===== src/rtl/uart_tx_sched_pkg.sv =====
// Shared types and helpers for the UART transmit scheduler.
package uart_pkg;

    typedef enum logic [1:0] {IDLE, SEND, GUARD} state_t;

    localparam int FRAME_BITS_DEFAULT = 10;

    function automatic int frame_cycles(input int clks_per_bit, input int frame_bits);
        return clks_per_bit * frame_bits;
    endfunction

endpackage


===== src/rtl/uart_tx_sched_rr_arbiter.sv =====
// Combinational round-robin pick: first set request at or after i_ptr, wrapping.
module rr_arbiter #(
    parameter int N  = 4,
    parameter int IW = $clog2(N)
) (
    input  logic [N-1:0]  i_req,
    input  logic [IW-1:0] i_ptr,
    output logic [N-1:0]  o_grant,
    output logic [IW-1:0] o_idx,
    output logic          o_valid
);

    logic [IW-1:0] w_cand;

    // Walk from farthest to nearest so the candidate closest to i_ptr is written last.
    always_comb begin
        o_grant = '0;
        o_idx   = '0;
        o_valid = 1'b0;
        w_cand  = '0;
        for (int k = N - 1; k >= 0; k--) begin
            w_cand = IW'((int'(i_ptr) + k) % N);
            if (i_req[w_cand]) begin
                o_grant = N'(1) << w_cand;
                o_idx   = w_cand;
                o_valid = 1'b1;
            end
        end
    end

endmodule


===== src/rtl/uart_tx_sched.sv =====
// Shares one tx_fsm among N_REQ byte producers; frames are timed locally because
// the transmitter reports no busy/done.
module uart_tx_sched
    import uart_pkg::*;
#(
    parameter int N_REQ        = 4,
    parameter int CLKS_PER_BIT = 10,
    parameter int FRAME_BITS   = FRAME_BITS_DEFAULT,
    parameter int GUARD_CYCLES = 0
) (
    input  logic                       clk,
    input  logic                       RST,
    input  logic [N_REQ-1:0]           req,
    input  logic [8*N_REQ-1:0]         req_data,
    output logic [N_REQ-1:0]           ack,
    output logic                       tx_start,
    output logic [7:0]                 tx_data,
    output logic                       busy,
    output logic [$clog2(N_REQ)-1:0]   grant_id
);

    localparam int IW = $clog2(N_REQ);
    localparam int FC = frame_cycles(CLKS_PER_BIT, FRAME_BITS);
    localparam int CW = $clog2(FC + GUARD_CYCLES + 1);
    localparam logic [CW-1:0] SEND_LAST  = CW'(FC - 1);
    localparam logic [CW-1:0] GUARD_LAST = CW'((GUARD_CYCLES > 0) ? GUARD_CYCLES - 1 : 0);
    localparam logic [IW-1:0] LAST_ID    = IW'(N_REQ - 1);

    if (N_REQ < 2 || N_REQ > 8 || CLKS_PER_BIT < 1) begin : g_bad_param
        $error("uart_tx_sched: N_REQ must be 2..8 and CLKS_PER_BIT >= 1");
    end

    state_t          r_state, w_next;
    logic [CW-1:0]   r_cnt;
    logic [IW-1:0]   r_ptr;
    logic [IW-1:0]   r_grant_id;
    logic [N_REQ-1:0] r_ack;
    logic            r_tx_start;
    logic [7:0]      r_tx_data;
    logic            w_busy;

    logic [N_REQ-1:0] w_grant;
    logic [IW-1:0]    w_idx;
    logic             w_valid;

    rr_arbiter #(.N(N_REQ), .IW(IW)) u_arb (
        .i_req   (req),
        .i_ptr   (r_ptr),
        .o_grant (w_grant),
        .o_idx   (w_idx),
        .o_valid (w_valid)
    );

    always_ff @(posedge clk) begin
        if (RST) r_state <= IDLE;
        else     r_state <= w_next;
    end

    always_comb begin
        w_next = r_state;
        case (r_state)
            IDLE:  if (w_valid) w_next = SEND;
            SEND:  if (r_cnt == SEND_LAST) w_next = (GUARD_CYCLES > 0) ? GUARD : IDLE;
            GUARD: if (r_cnt == GUARD_LAST) w_next = IDLE;
            default: w_next = IDLE;
        endcase
    end

    always_comb begin
        w_busy = (r_state != IDLE);
    end

    // Start/ack are only ever set on the grant edge, so a default clear makes them one cycle wide.
    always_ff @(posedge clk) begin
        if (RST) begin
            r_cnt      <= '0;
            r_ptr      <= '0;
            r_grant_id <= '0;
            r_ack      <= '0;
            r_tx_start <= 1'b0;
            r_tx_data  <= 8'h00;
        end else begin
            r_ack      <= '0;
            r_tx_start <= 1'b0;
            case (r_state)
                IDLE: begin
                    if (w_valid) begin
                        r_tx_data  <= req_data[{w_idx, 3'b000} +: 8];
                        r_grant_id <= w_idx;
                        r_ack      <= w_grant;
                        r_tx_start <= 1'b1;
                        r_cnt      <= '0;
                    end
                end
                SEND: begin
                    if (r_cnt == SEND_LAST) begin
                        r_cnt <= '0;
                        r_ptr <= (r_grant_id == LAST_ID) ? '0 : r_grant_id + 1'b1;
                    end else begin
                        r_cnt <= r_cnt + 1'b1;
                    end
                end
                GUARD: r_cnt <= r_cnt + 1'b1;
                default: r_cnt <= '0;
            endcase
        end
    end

    assign ack      = r_ack;
    assign tx_start = r_tx_start;
    assign tx_data  = r_tx_data;
    assign busy     = w_busy;
    assign grant_id = r_grant_id;

endmodule

===== config.mk =====
export PLATFORM = sky130hd
export DESIGN_NAME = uart_tx_sched
export DESIGN_NICKNAME = d
export VERILOG_FILES = /design/src/rtl/uart_tx_sched_pkg.sv /design/src/rtl/uart_tx_sched_rr_arbiter.sv /design/src/rtl/uart_tx_sched.sv
export SDC_FILE = /design/constraint.sdc
export NUM_CORES = 1
export LEC_CHECK = 0
export ABC_AREA = 1
export CORE_MARGIN = 2
export CORE_UTILIZATION = 40
export CTS_CLUSTER_DIAMETER = 120
export DETAILED_ROUTE_END_ITERATION = 16
export GPL_TIMING_DRIVEN = 0
export PLACE_DENSITY = 0.69
export SETUP_SLACK_MARGIN = 0.3
export SYNTH_ARGS = -nofsm -noshare
export SYNTH_HDL_FRONTEND = slang
export SYNTH_SLANG_ARGS = --single-unit

===== constraint.sdc =====
create_clock -name clk -period 2.9 [get_ports clk]
set_clock_uncertainty 0.15 [all_clocks]
set_input_delay 0.87 -clock clk [delete_from_list [all_inputs] [get_ports clk]]
set_output_delay 0.87 -clock clk [all_outputs]
set_load 0.005 [all_outputs]

# Yosys cells after proc, flatten, opt, wreduce, memory -nomap -nowiden
# Index checks and enable logic that the tools add are counted.
[totals]
regBits = 26
in_bits = 38
output_inout_bits = 16
wordCells = 67
[classes]
n_addsub = 5
order_cmp = 4
n_eq_ne = 7
shifts = 5
muxes = 29
bitwise_logic = 2
reduce_logical = 8
[op_table]
columns = ["cell", "n"]
rows = [
  ["indexed part select 32 x 6 -> 8 bit", 1],
  ["one-hot mux 7 bit (3 select lines)", 1],
  ["two-way mux 2 bit", 8],
  ["two-way mux 4 bit", 4],
  ["left shift 1 x 2 -> 4 bit, first input constant", 4],
  ["two-way mux 7 bit", 2],
  ["< comparator 2 x 3 -> 1 bit, second input constant", 4],
  ["two-way mux 1 bit", 9],
  ["binary-select mux 1 bit (select 2 bit)", 4],
  ["adder 7 x 1 -> 7 bit, second input constant", 1],
  ["== test 7 bit, second input constant", 1],
  ["logical NOT 7 bit", 1],
  ["one-hot mux 2 bit (3 select lines)", 1],
  ["adder 2 x 1 -> 2 bit, second input constant", 2],
  ["adder 2 bit, second input constant", 2],
  ["== test 2 bit, second input constant", 2],
  ["inequality test 2 bit, second input constant", 2],
  ["AND reduction 2 bit", 2],
  ["AND reduction 3 bit", 1],
  ["OR reduction 3 bit", 1],
  ["== test 2 x 1 -> 1 bit, second input constant", 1],
  ["logical NOT 2 bit", 1],
  ["inequality test 2 x 1 -> 1 bit, second input constant", 1],
  ["NOT 1 bit", 2],
  ["2 further kinds", 2],
]

# Longest topological paths before layout
# Gate-level depths: netlist of the first run.
[depth]
word_depth = 9
ltp_mapped = 17
mapped_depth_nobuf = 15

# Modules after synthesis
# From an unflattened synthesis of the first run, not the netlist that was laid out.
[unflattened]
cells_unflattened = 286
hier_area_um2 = 1811.7
[by_module_without_submodules]
columns = ["mod", "instances", "cells_each", "area_each_um2", "seq_area_each_um2"]
rows = [
  ["uart_tx_sched", 1, 199, 1296.2, 500.5],
  ["rr_arbiter", 1, 87, 515.5, 0.0],
]

# Worst setup path after synthesis of the first run
# Ideal clock, no wire load.
[synth_path]
path_type = "input -> register"
from = "input req[2]"
to = "register r_tx_data[1] (netlist: tx_data[1])"
setup_ps = 109
t_arrival_ps = 1904
required_ps = 2641
path_slack_ps = 737
stages = 15
path_buffers = 1
cell_sequence = "inv_1 nand2_1 nand3_2 nand2_2 inv_4 nand2_4 nand2_2 nand2_4 nand2_4 buf_8 nand2_1 nand3_1 nand3_1 nand2_1 inv_1"
[synth_between]
elab_chain_len = 7
elab_cells_between_ends = 18
classes_between = "1 x shift; 16 x mux; 1 x reduce/logical"
[synth_lines]
columns = ["element", "line", "text"]
rows = [
  ["start, declared", "uart_tx_sched.sv:13", "input logic [N_REQ-1:0] req,"],
  ["binary-select mux 1 bit (select 2 bit)", "uart_tx_sched_rr_arbiter.sv:23", "if (i_req[w_cand]) begin"],
  ["two-way mux 1 bit (not written as such)", "uart_tx_sched_rr_arbiter.sv:23", ""],
  ["two-way mux 2 bit or two-way mux 1 bit (tied branches) (4 in a row)", "uart_tx_sched_rr_arbiter.sv:23", ""],
  ["indexed part select 32 x 6 -> 8 bit or AND reduction 2 bit (tied branches)", "-", ""],
  ["end signal, assigned", "uart_tx_sched.sv:88", "r_tx_data <= req_data[{w_idx, 3'b000} +: 8];"],
  ["end, declared", "uart_tx_sched.sv:39", "logic [7:0] r_tx_data;"],
]
# Several ways; a longest one is shown, not always the timed one. The select of a mux whose other input is x is not followed.
# A chain may end at the register's enable or synchronous reset.

# Worst setup path in the final report of the first run
[layout_path]
from = "input req[2]"
to = "register r_tx_data[3] (netlist: tx_data[3])"
# Same word-level chain as after synthesis.

==> impl_summary.log, run 1 <==
INFO  metric starting_density_of_the_core = 0.420
INFO  metric tritoncts = done
INFO  metric yosysTopAreaCellShare = 0.270
INFO  metric switchingPower = 229 uW
INFO  metric place.port_buffers = 53
INFO  metric synth_nets = 328
INFO  metric antennaDiodeCount = 0
INFO  metric timing.critical_path.required = 2.93 ns
INFO  metric setup-tns-final = 0 ns
INFO  metric holdCritStartpoint = r_cnt[4]$_SDFFE_PP0P_
INFO  metric most_used_dff_post_synth = dfxtp_1
INFO  metric rsz0062_at_grt = yes
INFO  metric gp_congestion = 0.827
INFO  metric route.antenna.remaining_nets = 0
INFO  metric detailed_place_hpwl = 3470 um
INFO  metric finalSetupViolations = 0
INFO  metric rows = 24
INFO  metric globalRoute.totalOverflow = 0
INFO  metric worst_r2r_path_depth = 15
INFO  metric clock_path_buffers = 2
INFO  metric first_pass_grt_wire_length = 7580 um
INFO  metric power_density_over_the_cells = 299 mW/mm^2
INFO  metric hold_endpoint = r_cnt[4]$_SDFFE_PP0P_
INFO  metric avg_wl_per_cell = 11.7 um
INFO  metric antenna_found_initial = 0
INFO  metric drt_first_pass_iters = 4
INFO  metric count_of_cells_along_the_worst_hold_path = 2
INFO  metric drc_markers = 0
INFO  metric synthesis.area = 0.00185 sq mm
INFO  metric final_layout_size_suffix_gt1_frac = 0.203
INFO  metric detailedRoute.firstIterationViolations = 119
INFO  metric postLayoutCellArea = 0.00274 sq mm
INFO  metric p_int = 591 uW
INFO  metric floorplan.die.height = 72.1 um
INFO  metric min_period_over_period = 0.862
INFO  metric timing.reg2reg.setup_slack = 0.43 ns
INFO  metric leakage = 0.00133 uW
INFO  metric synth.distinct_cells = 30
INFO  metric synth_top_area_cell = dfxtp_1
INFO  metric status = complete, no violations
INFO  metric cts_root_buf = clkbuf_8
INFO  metric regToRegStartpoint = r_ptr[1]$_SDFFE_PP0P_
INFO  metric layout_commonest_cell = clkdlybuf4s50_1
INFO  metric layout_common_cells = clkdlybuf4s50_1, nand2_1, inv_1
INFO  metric fp.dieArea = 0.00520 sq mm
INFO  metric critical_path.reg2reg.endpoint = tx_data[0]$_SDFFE_PP0P_
INFO  metric clock_pin_transition_on_the_worst_setup_and_hold_timing_paths = 0.09 ns
INFO  metric h_tree_levels = 1
INFO  metric part_of_the_total_power_dissipated_in_sequential_elements = 0.455
INFO  metric design.portCount = 54
INFO  metric route.vias.total = 1,984
INFO  metric grt_start_max_net_pins = 14
INFO  metric setup.worst_path.class = primary input to register
INFO  metric synthesis.instances = 280
INFO  metric setup.worst_path.start_class = primary input
INFO  metric design.core.area = 0.00441 sq mm
INFO  metric vdd_ir_drop_max = 0.190 mV
INFO  metric worst_max_slew_pin_slew = 0.452 ns
INFO  metric die_w = 72.1 um
INFO  metric first_global_vias = 1,724
INFO  metric area.growth.synth_to_final = 47.8%
INFO  metric maxCapViolCount = 0
INFO  metric arrival = 2.53 ns
INFO  metric endpoint_kind = register
INFO  metric hold_vio_cnt_final = 0
INFO  metric synthArstFlopShare = 0
INFO  metric post_dp_cell_area = 0.00245 sq mm
INFO  metric ys_seq_area_frac = 0.270
INFO  metric globalRouteTotalUtil = 0.179
INFO  metric cts_sinks = 25
INFO  metric finalCriticalPeriod = 2.50 ns
INFO  metric worst_skew_pair.late_latency = 0.26 ns
INFO  metric timing_max_transition_violations_final = 0
INFO  metric synth-edff-count = 0
INFO  metric worstHoldPathType = register to register
INFO  metric fmax = 0.400 GHz
INFO  metric yosys-top-cells-area = dfxtp_1, nand2_1, nand3_1, inv_1, ha_1
INFO  metric synth_area_per_cell = 6.62 sq um
INFO  metric nets = 398
INFO  metric share_clk_of_total_power = 0.251
INFO  metric switching_share = 0.279
INFO  metric synth.yosys.warnings = 0
INFO  metric worstPathMaxFanout = 8
INFO  metric worst_slew_margin_rel = 0.696
INFO  metric synth.ff_latch_count = 25
INFO  metric route.final.wire_length = 4680 um
INFO  metric route.detailed.vias_per_inst = 4.95
INFO  metric design_power_total = 821 uW
INFO  metric comb_power_share = 0.295
INFO  metric numCtsBuffers = 3
==> how the worst max path moves through the flow <==
stage                              endpoint  depth (start not counted)    from  slack (ns)
global placement    tx_data[7]$_SDFFE_PP0P_                         13  req[1]        0.09
global route        tx_data[0]$_SDFFE_PP0P_                         15  req[2]        0.27
floorplan           tx_data[1]$_SDFFE_PP0P_                         15  req[2]        0.74
detailed placement  tx_data[0]$_SDFFE_PP0P_                         15  req[3]        0.06
finish              tx_data[3]$_SDFFE_PP0P_                         15  req[2]        0.40
CTS                 tx_data[0]$_SDFFE_PP0P_                         15  req[3]        0.35
==> cells in the mapped netlist, types with 2 or more instances <==
| library cell | count |
|---|---|
| inv_2 | 5 |
| clkbuf_8 | 2 |
| nand4_1 | 4 |
| nand3_1 | 38 |
| buf_6 | 2 |
| inv_1 | 50 |
| dfxtp_1 | 25 |
| nand2_2 | 9 |
| a21oi_1 | 11 |
| a22oi_1 | 4 |
| nor2_1 | 25 |
| ha_1 | 10 |
| nand2_1 | 56 |
| nand2_4 | 4 |
| nand3b_1 | 8 |
| inv_4 | 2 |
| o22ai_1 | 4 |
| o21ai_0 | 5 |
| nand3_2 | 5 |
==> through the flow <==
step	cells	hold WS, ns	util	worst slack (ns)
finish	401	0.311	0.621	0.401
CTS	389	0.316	0.565	0.348
global route	401	0.332	0.621	0.275
floorplan	280	0.289	-	0.737
global placement	385	0.299	0.555	0.0894
detailed placement	385	0.302	0.555	0.0636
==> flip-flops by register name (all words and copies together) (netlist names) <==
| register | cells |
|---|---|
| ack | 4 |
| grant_id | 2 |
| r_cnt | 7 |
| r_ptr | 2 |
| r_state | 1 |
| tx_data | 8 |
| tx_start | 1 |
==> logic make-up (layout without fill, tap and decap cells) <==
kind of cell,count (synthesis),in the layout,share of synthesized area
adders and majority gates,10,10,0.0675
buffers and inverters,63,132,0.158
and+or+nand+nor,152,152,0.408
DFF,25,25,0.270
AOI/OAI and AO/OA,30,30,0.0965
==> power groups by stage <==
stage | clock (uW) | sequential [uW] | combinational [uW]
2_1_floorplan | 0 | 381 | 108
3_3_place_gp | 0 | 381 | 213
3_5_place_dp | 0 | 381 | 215
4_1_cts | 208 | 373 | 216
5_1_grt | 219 | 376 | 267
6_report | 206 | 373 | 242
==> routing by layer <==
layer  GRT usage  part of all wire  vias up
met2       0.308              0.50       74
met3      0.0472             0.066        4
met4      0.0252            0.0086        0
met5           0                 0        -
li1            -                 -     1032
met1       0.230              0.43      874
==> layout make-up <==
type / instances / area, sq um
well taps: 52 / 65.1
inverters: 57 / 226
repair buffers: 65 / 663
clock buffers: 4 / 45.0
multi-input cells: 192 / 1160
fillers: 407 / 1670
flip-flops and latches: 25 / 503
plain buffers: 6 / 75.1
==> repair_timing <==
item	4_1_cts	5_1_grt
resized for setup	0	36
buffers inserted	0	10
hold buffers	0	0
endpoints found under the setup margin	0	14
==> critical path: stages <==
cell	delay, ns
clkdlybuf4s50_1	0.48
inv_2	0.06
nand2_2	0.10
nand3_4	0.09
nand2_4	0.13
inv_4	0.07
nand2_2	0.08
nand2_4	0.11
nand2_8	0.11
clkbuf_16	0.14
nand2_1	0.05
nand3_1	0.06
nand3_1	0.09
nand2_1	0.06
inv_1	0.03
No activity file was read; power rests on OpenSTA's default activity.
==> run 2: changes to the inputs <==
Settings changed: CTS_CLUSTER_DIAMETER 120 to not set, SKIP_CTS_REPAIR_TIMING set to 1.
Clock period 2.9 ns to 3.02 ns, I/O delays scaled along.
==> run 2 against run 1 <==
  * Cell count decreased by 1.5%
  * Sequential power shrank 4%
  * Hold slack barely moved
  * Highest routed layer unchanged
==> impl_summary.log, run 2 (same netlist as run 1, synthesis figures left out) <==
INFO  metric route.final.wire_length = 4560 um (-2.6%)
INFO  metric timing_max_transition_violations_final = 0 (unchanged)
INFO  metric arrival = 2.63 ns (+0.10 ns)
INFO  metric power_density_over_the_cells = 300 mW/mm^2 (about the same)
INFO  metric count_of_cells_along_the_worst_hold_path = 2 (unchanged)
INFO  metric nets = 392 (-1.5%)
INFO  metric regToRegStartpoint = r_ptr[1]$_SDFFE_PP0P_
INFO  metric worst_slew_margin_rel = 0.702 (+0.00546)
INFO  metric globalRouteTotalUtil = 0.179 (unchanged)
INFO  metric fp.dieArea = 0.00520 sq mm (unchanged)
INFO  metric h_tree_levels = 1 (unchanged)
INFO  metric drt_first_pass_iters = 4 (unchanged)
INFO  metric holdCritStartpoint = r_cnt[4]$_SDFFE_PP0P_
INFO  metric worst_max_slew_pin_slew = 0.444 ns (-0.00813 ns)
INFO  metric cts_sinks = 25 (unchanged)
INFO  metric route.vias.total = 1,928 (-2.8%)
INFO  metric rsz0062_at_grt = yes
INFO  metric setup-tns-final = 0 ns (unchanged)
INFO  metric first_global_vias = 1,724 (unchanged)
INFO  metric filler_cell_count = 435 (+6.9%)
INFO  metric crit_buf_inv = 5 (unchanged)
INFO  metric share_clk_of_total_power = 0.255 (+0.004)
INFO  metric finalSetupViolations = 0 (unchanged)
INFO  metric timing.reg2reg.setup_slack = 0.46 ns (+0.03 ns)
INFO  metric detailed_place_hpwl = 3470 um (unchanged)
INFO  metric worstHoldPathType = register to register
INFO  metric design.core.area = 0.00441 sq mm (unchanged)
INFO  metric floorplan.die.height = 72.1 um (unchanged)
INFO  metric fmax = 0.384 GHz
INFO  metric clock_path_buffers = 2 (unchanged)
INFO  metric grt_start_max_net_pins = 14 (unchanged)
INFO  metric leakage = 0.00123 uW (-7.7%)
INFO  metric gp_congestion = 0.827 (unchanged)
INFO  metric layout_commonest_cell = clkdlybuf4s50_1
INFO  metric critical_path.reg2reg.endpoint = tx_data[0]$_SDFFE_PP0P_
INFO  metric route.detailed.vias_per_inst = 4.88 (-1.3%)
INFO  metric worst_skew_pair.late_latency = 0.26 ns (about the same)
INFO  metric switchingPower = 213 uW (-7.2%)
INFO  metric vdd_ir_drop_max = 0.181 mV (-4.7%)
INFO  metric worst_r2r_path_depth = 16 (+1)
INFO  metric globalRoute.totalOverflow = 0 (unchanged)
INFO  metric timing.critical_path.required = 3.04 ns (+0.11 ns)
INFO  metric switching_share = 0.276 (-0.00381)
INFO  metric timing.critical_path.slowest_cell_delay = 0.48 ns (about the same)
INFO  metric antenna_found_initial = 0 (unchanged)
INFO  metric min_period_over_period = 0.862
INFO  metric rows = 24 (unchanged)
INFO  metric avg_wl_per_cell = 11.5 um (-1.1%)
INFO  metric status = complete, no violations
INFO  metric largest_reg_flops = 8 (unchanged)
INFO  metric dpl.cell_count = 385 (unchanged)
INFO  metric area.growth.synth_to_final = 38.9%
INFO  metric route.antenna.remaining_nets = 0 (unchanged)
INFO  metric part_of_the_total_power_dissipated_in_sequential_elements = 0.464 (+0.009)
INFO  metric place.port_buffers = 53 (unchanged)
INFO  metric final_layout_size_suffix_gt1_frac = 0.149 (-0.0548)
INFO  metric timing.critical_path.cells = clkdlybuf4s50_1 > inv_1 > nand2_2 > nand3_2 > nand2_4 > inv_2 > nand2_2 > nand2_4 > nand2_4 > buf_4 > nand2_1 > nand3_1 > nand3_1 > nand2_1 > inv_1
INFO  metric die_w = 72.1 um (unchanged)
INFO  metric critical-path-top-delay-family = simple AND/OR/NAND/NOR gates
INFO  metric endpoint_kind = register
INFO  metric hold_vio_cnt_final = 0 (unchanged)
INFO  metric p_int = 559 uW (-5.4%)
INFO  metric antennaDiodeCount = 0 (unchanged)
INFO  metric detailedRoute.firstIterationViolations = 128 (+7.6%)
INFO  metric numCtsBuffers = 3 (unchanged)
INFO  metric finalCriticalPeriod = 2.60 ns
INFO  metric setup.worst_path.start_class = primary input
INFO  metric maxCapViolCount = 0 (unchanged)
INFO  metric worst_path_max_delay_cell = clkdlybuf4s50_1
INFO  metric hold_endpoint = r_cnt[4]$_SDFFE_PP0P_
INFO  metric cts_root_buf = clkbuf_8
INFO  metric path_common_cell = nand2_4
INFO  metric setup.worst_path.class = primary input to register
INFO  metric worstPathMaxFanout = 7 (-1)
INFO  metric drc_markers = 0 (unchanged)
INFO  metric layoutNonFillerInstCount = 395 (-1.5%)
INFO  metric tritoncts = done
INFO  metric design.portCount = 54 (unchanged)
INFO  metric starting_density_of_the_core = 0.420 (unchanged)
INFO  metric first_pass_grt_wire_length = 7580 um (unchanged)
INFO  metric comb_power_share = 0.281 (-0.014)
INFO  metric layout_common_cells = clkdlybuf4s50_1, nand2_1, inv_1
INFO  metric design_power_total = 772 uW (-5.9%)
INFO  metric clock_pin_transition_on_the_worst_setup_and_hold_timing_paths = 0.09 ns (about the same)
run 2: cell types whose count changed in the layout (fill, tap and decap cells not counted), sizes merged:
cell / change
clkinv: -1
clkbuf: -2
clkdlybuf4s50: +3
dlymetal6s2s: -3
inv: +1
buf: -4
run 2: layer usage:
layer	track usage	wire, um	up-vias
li1	-	-	1018
met1	0.230	2040	852
met2	0.308	2240	56
met3	0.0472	274	2
met4	0.0252	11	0
met5	0	0	-
run 2: through the flow:
stage	setup slack, ns	utilization	hold slack (ns)	cell area (sq um)
2_1_floorplan	0.821	-	0.289	1850
3_5_place_dp	0.148	0.555	0.302	2450
4_1_cts	0.432	0.565	0.316	2490
5_1_grt	0.252	0.584	0.332	2580
6_report	0.416	0.584	0.311	2580
3_3_place_gp	0.173	0.555	0.299	2450
run 2: power groups by stage:
| stage | Sequential, uW | Clock [uW] | Combinational [uW] |
|---|---|---|---|
| 6_report | 358 | 197 | 217 |
| 2_1_floorplan | 366 | 0 | 104 |
| 3_3_place_gp | 366 | 0 | 204 |
| 3_5_place_dp | 366 | 0 | 207 |
| 5_1_grt | 361 | 211 | 241 |
| 4_1_cts | 359 | 200 | 208 |
run 2: worst max path at each step:
stage,from,end,slack (ns),cells after the start
floorplan,req[2],tx_data[1]$_SDFFE_PP0P_,0.82,15
global placement,req[1],tx_data[7]$_SDFFE_PP0P_,0.17,13
detailed placement,req[3],tx_data[0]$_SDFFE_PP0P_,0.15,15
CTS,req[3],tx_data[0]$_SDFFE_PP0P_,0.43,15
global route,r_ptr[1]$_SDFFE_PP0P_,tx_data[7]$_SDFFE_PP0P_,0.25,16
finish,req[1],tx_data[0]$_SDFFE_PP0P_,0.42,15
run 2: layout make-up:
| cell class | instances | area, sq um | share of cell area |
|---|---|---|---|
| timing repair buffer | 59 | 576 | 0.223 |
| tap | 52 | 65.1 | 0.0253 |
| inverter | 57 | 221 | 0.0860 |
| buffer | 6 | 75.1 | 0.0291 |
| clock buffer | 4 | 45.0 | 0.0175 |
| sequential | 25 | 500 | 0.194 |
| multi-input combinational | 192 | 1090 | 0.424 |
run 2: worst min-delay path: cells and delay by family, from the launching register on:
| kind | cells | cell delay, ns |
|---|---|---|
| AO/OA/AOI/OAI | 1 | 0.05 |
| flip-flops | 1 | 0.32 |
| AND/OR/NAND/NOR | 1 | 0.06 |
==> run 3: changes to the inputs <==
Settings changed: PLACE_DENSITY 0.69 to 0.7, SYNTH_HIERARCHICAL set to 1.
==> run 3 against run 2 <==
  * Combinational power increased by 18%
  * Flip-flop and latch count unchanged
  * Sequential share of layout area decreased by 0.40 points
  * Die area decreased by 2.2%
  * Global-route usage decreased by 1.0 points
  * Critical path depth increased by 1
  * Core utilization increased by 3.0 points
  * Sequential power increased by 2%
  * Non-clock buffer count increased by 11
  * Synthesized cell count increased by 2.1%
  * Count of clock-buffer cells in the layout decreased by 1
  * First-iteration DRC count decreased by 23%
==> impl_summary.log, run 3 <==
INFO  metric timing.critical_path.required = 3.04 ns (about the same)
INFO  metric clock_pin_transition_on_the_worst_setup_and_hold_timing_paths = 0.09 ns (about the same)
INFO  metric design_power_total = 817 uW (+5.8%)
INFO  metric yosysTopAreaCellShare = 0.276 (+0.00634)
INFO  metric path_common_cell = inv_1
INFO  metric layout_commonest_cell = nor2_1
INFO  metric synth_top_area_cell = dfxtp_1
INFO  metric first_pass_grt_wire_length = 7090 um (-6.6%)
INFO  metric worstPathMaxFanout = 10 (+3)
INFO  metric timing.reg2reg.setup_slack = 0.43 ns (-0.03 ns)
INFO  metric floorplan.die.height = 71.3 um (-1.1%)
INFO  metric die_w = 71.3 um (-1.1%)
INFO  metric antennaDiodeCount = 0 (unchanged)
INFO  metric post_synth_most_frequent_cells = nor2_1, nand2_1, o21ai_0
INFO  metric design.core.area = 0.00435 sq mm (-1.4%)
INFO  metric synth-edff-count = 0 (unchanged)
INFO  metric most_used_dff_post_synth = dfxtp_1
INFO  metric detailed_place_hpwl = 3260 um (-6.0%)
INFO  metric vdd_ir_drop_max = 0.267 mV (+47%)
INFO  metric route.final.wire_length = 4600 um (+0.92%)
INFO  metric avg_wl_per_cell = 11.2 um (-2.5%)
INFO  metric synth-xor-area-share = 0 (unchanged)
INFO  metric yosys-top-cells-area = dfxtp_1, nor2_1, o21ai_0, nand2_1, ha_1
INFO  metric synth.distinct_cells = 27 (-10%)
INFO  metric clock_path_buffers = 2 (unchanged)
INFO  metric multi_input_area = 0.00114 sq mm (+4.5%)
INFO  metric finalSetupViolations = 0 (unchanged)
INFO  metric synthArstFlopShare = 0 (unchanged)
INFO  metric cts_root_buf = clkbuf_8
INFO  metric endpoint_kind = register
INFO  metric layoutNonFillerInstCount = 409 (+3.5%)
INFO  metric timing.critical_path.cells = inv_1 > ha_1 > inv_1 > nand3_4 > nand2_4 > inv_6 > a21oi_4 > o21ai_2 > buf_6 > buf_6 > nor2_1 > nor2_1 > o21ai_0 > o21ai_1 > o21ai_1 > inv_1
INFO  metric final_layout_size_suffix_gt1_frac = 0.179 (+0.0306)
INFO  metric synth_mux_area_frac = 0 (unchanged)
INFO  metric detailedRoute.firstIterationViolations = 99 (-23%)
INFO  metric most_numerous_cell_in_the_yosys_netlist = nor2_1
INFO  metric dpl.cell_count = 390 (+1.3%)
INFO  metric nets = 406 (+3.6%)
INFO  metric globalRouteTotalUtil = 0.169 (-0.0101)
INFO  metric hold_vio_cnt_final = 0 (unchanged)
INFO  metric largest_reg_flops = 8 (unchanged)
INFO  metric rows = 24 (unchanged)
INFO  metric synthesis.instances = 286 (+2.1%)
INFO  metric worst_skew_pair.late_latency = 0.27 ns (about the same)
INFO  metric worst_slew_margin_rel = 0.704 (+0.00207)
INFO  metric area.growth.synth_to_final = 47.4%
INFO  metric route.vias.total = 1,946 (+0.93%)
INFO  metric design.portCount = 54 (unchanged)
INFO  metric gp_congestion = 0.800 (-3.2%)
INFO  metric route.antenna.remaining_nets = 0 (unchanged)
INFO  metric filler_cell_count = 415 (-4.6%)
INFO  metric tritoncts = done
INFO  metric largest_family_of_logic_cells_by_synthesized_area = simple AND/OR/NAND/NOR gates
INFO  metric setup.worst_path.start_class = register
INFO  metric setup.worst_path.class = register to register
INFO  metric status = complete, no violations
INFO  metric layout_common_cells = nor2_1, clkdlybuf4s50_1, nand2_1
INFO  metric synth.ff_latch_count = 25 (unchanged)
INFO  metric drc_markers = 0 (unchanged)
INFO  metric arrival = 2.61 ns (-0.02 ns)
INFO  metric critical-path-top-delay-family = buffers and inverters
INFO  metric drt_first_pass_iters = 4 (unchanged)
INFO  metric worst_path_max_delay_cell = dfxtp_4
INFO  metric timing.critical_path.slowest_cell_delay = 0.40 ns (-0.08 ns)
INFO  metric rsz0062_at_grt = no
INFO  metric globalRoute.totalOverflow = 0 (unchanged)
INFO  metric leakage = 0.00124 uW (+0.79%)
INFO  metric antenna_found_initial = 0 (unchanged)
INFO  metric fp.dieArea = 0.00508 sq mm (-2.2%)
INFO  metric place.port_buffers = 52 (-1.9%)
INFO  metric cts_sinks = 25 (unchanged)
INFO  metric route.detailed.vias_per_inst = 4.76 (-2.5%)
INFO  metric reg_area = 508 sq um (+1.5%)
INFO  metric synth_nets = 334 (+1.8%)
INFO  metric h_tree_levels = 1 (unchanged)
INFO  metric timing_max_transition_violations_final = 0 (unchanged)
INFO  metric fmax = 0.387 GHz (+0.68%)
INFO  metric worst_max_slew_pin_slew = 0.442 ns (-0.00133 ns)
INFO  metric synth_area_in_compound_gates = 0.158 (+0.0617)
INFO  metric min_period_over_period = 0.857 (-0.00585)
INFO  metric synth.yosys.warnings = 6 (+6)
INFO  metric fin_hold_ws = 0.352 ns (+0.0411 ns)
INFO  metric simple_gate_share_of_the_synthesized_area = 0.369 (-0.0394)
INFO  metric ys_seq_area_frac = 0.276 (+0.00634)
INFO  metric power_density_over_the_cells = 306 mW/mm^2 (+2.1%)
INFO  metric crit_buf_inv = 6 (+1)
INFO  metric synth_area_per_cell = 6.33 sq um (-4.3%)
INFO  metric synth_adder_area_share = 0.0691 (+0.00158)
INFO  metric numCtsBuffers = 3 (unchanged)
INFO  metric finalCriticalPeriod = 2.59 ns (-0.0177 ns)
INFO  metric first_global_vias = 1,712 (-0.70%)
INFO  metric grt_start_max_net_pins = 15 (+1)
INFO  metric maxCapViolCount = 0 (unchanged)
INFO  metric synthesis.area = 0.00181 sq mm (-2.3%)
INFO  metric worstHoldPathType = register to register
INFO  metric starting_density_of_the_core = 0.416 (-0.00398)
==> run 3: logic make-up (layout without fill, tap and decap cells) <==
logic type               Yosys count  in the layout
adder cells (fa/ha/maj)           10             10
AND/OR/NAND/NOR                  146            146
flip-flops                        25             25
AO/OA/AOI/OAI                     55             55
buffers and inverters             50            121
==> run 3: per-stage QoR <==
stage / TNS [ns] / worst slack (ns) / utilization / instance area [sq um]
4_1_cts: 0 / 0.0711 / 0.561 / 2440
5_1_grt: 0 / 0.286 / 0.613 / 2670
3_3_place_gp: -1.21 / -0.203 / 0.551 / 2400
3_5_place_dp: -1.23 / -0.213 / 0.551 / 2400
2_1_floorplan: 0 / 0.518 / - / 1810
6_report: 0 / 0.433 / 0.613 / 2670
==> run 3: per-layer routing <==
metal | share of wire | up-vias | global-route usage | wire length [um]
li1 | - | 1050 | - | -
met5 | 0 | - | 0 | 0
met3 | 0.064 | 4 | 0.0520 | 295
met4 | 0.0061 | 0 | 0.0252 | 28
met1 | 0.43 | 833 | 0.198 | 1990
met2 | 0.50 | 59 | 0.308 | 2290
==> run 3: layout make-up <==
type / instances / share of cell area
repair buffers: 66 / 0.245
clock buffers: 3 / 0.0155
plain buffers: 10 / 0.0314
well taps: 52 / 0.0244
flip-flops and latches: 25 / 0.190
repair inverters: 1 / 0.00234
inverters: 40 / 0.0619
multi-input cells: 211 / 0.428
clock inverters: 1 / 0.00187
==> run 3: final timing paths <==
check                         from                       to  cells past startpoint
max reg2reg  r_ptr[1]$_SDFFE_PP0P_  tx_data[7]$_SDFFE_PP0P_                     16
max          r_ptr[1]$_SDFFE_PP0P_  tx_data[7]$_SDFFE_PP0P_                     16
min          r_cnt[6]$_SDFFE_PP0P_    r_cnt[6]$_SDFFE_PP0P_                      2
min reg2reg  r_cnt[6]$_SDFFE_PP0P_    r_cnt[6]$_SDFFE_PP0P_                      2
==> run 3: worst reg2reg max path, cell delays in order (launching register included) <==
cell	delay [ns]
dfxtp_4	0.40
inv_1	0.14
ha_1	0.36
inv_1	0.14
nand3_4	0.10
nand2_4	0.14
inv_6	0.05
a21oi_4	0.15
o21ai_2	0.07
buf_6	0.15
buf_6	0.14
nor2_1	0.09
nor2_1	0.04
o21ai_0	0.09
o21ai_1	0.11
o21ai_1	0.13
inv_1	0.05
==> run 3: where the power goes <==
group	switching (uW)	internal, uW
Combinational	116	140
Sequential	14.9	350
Clock	104	92.3
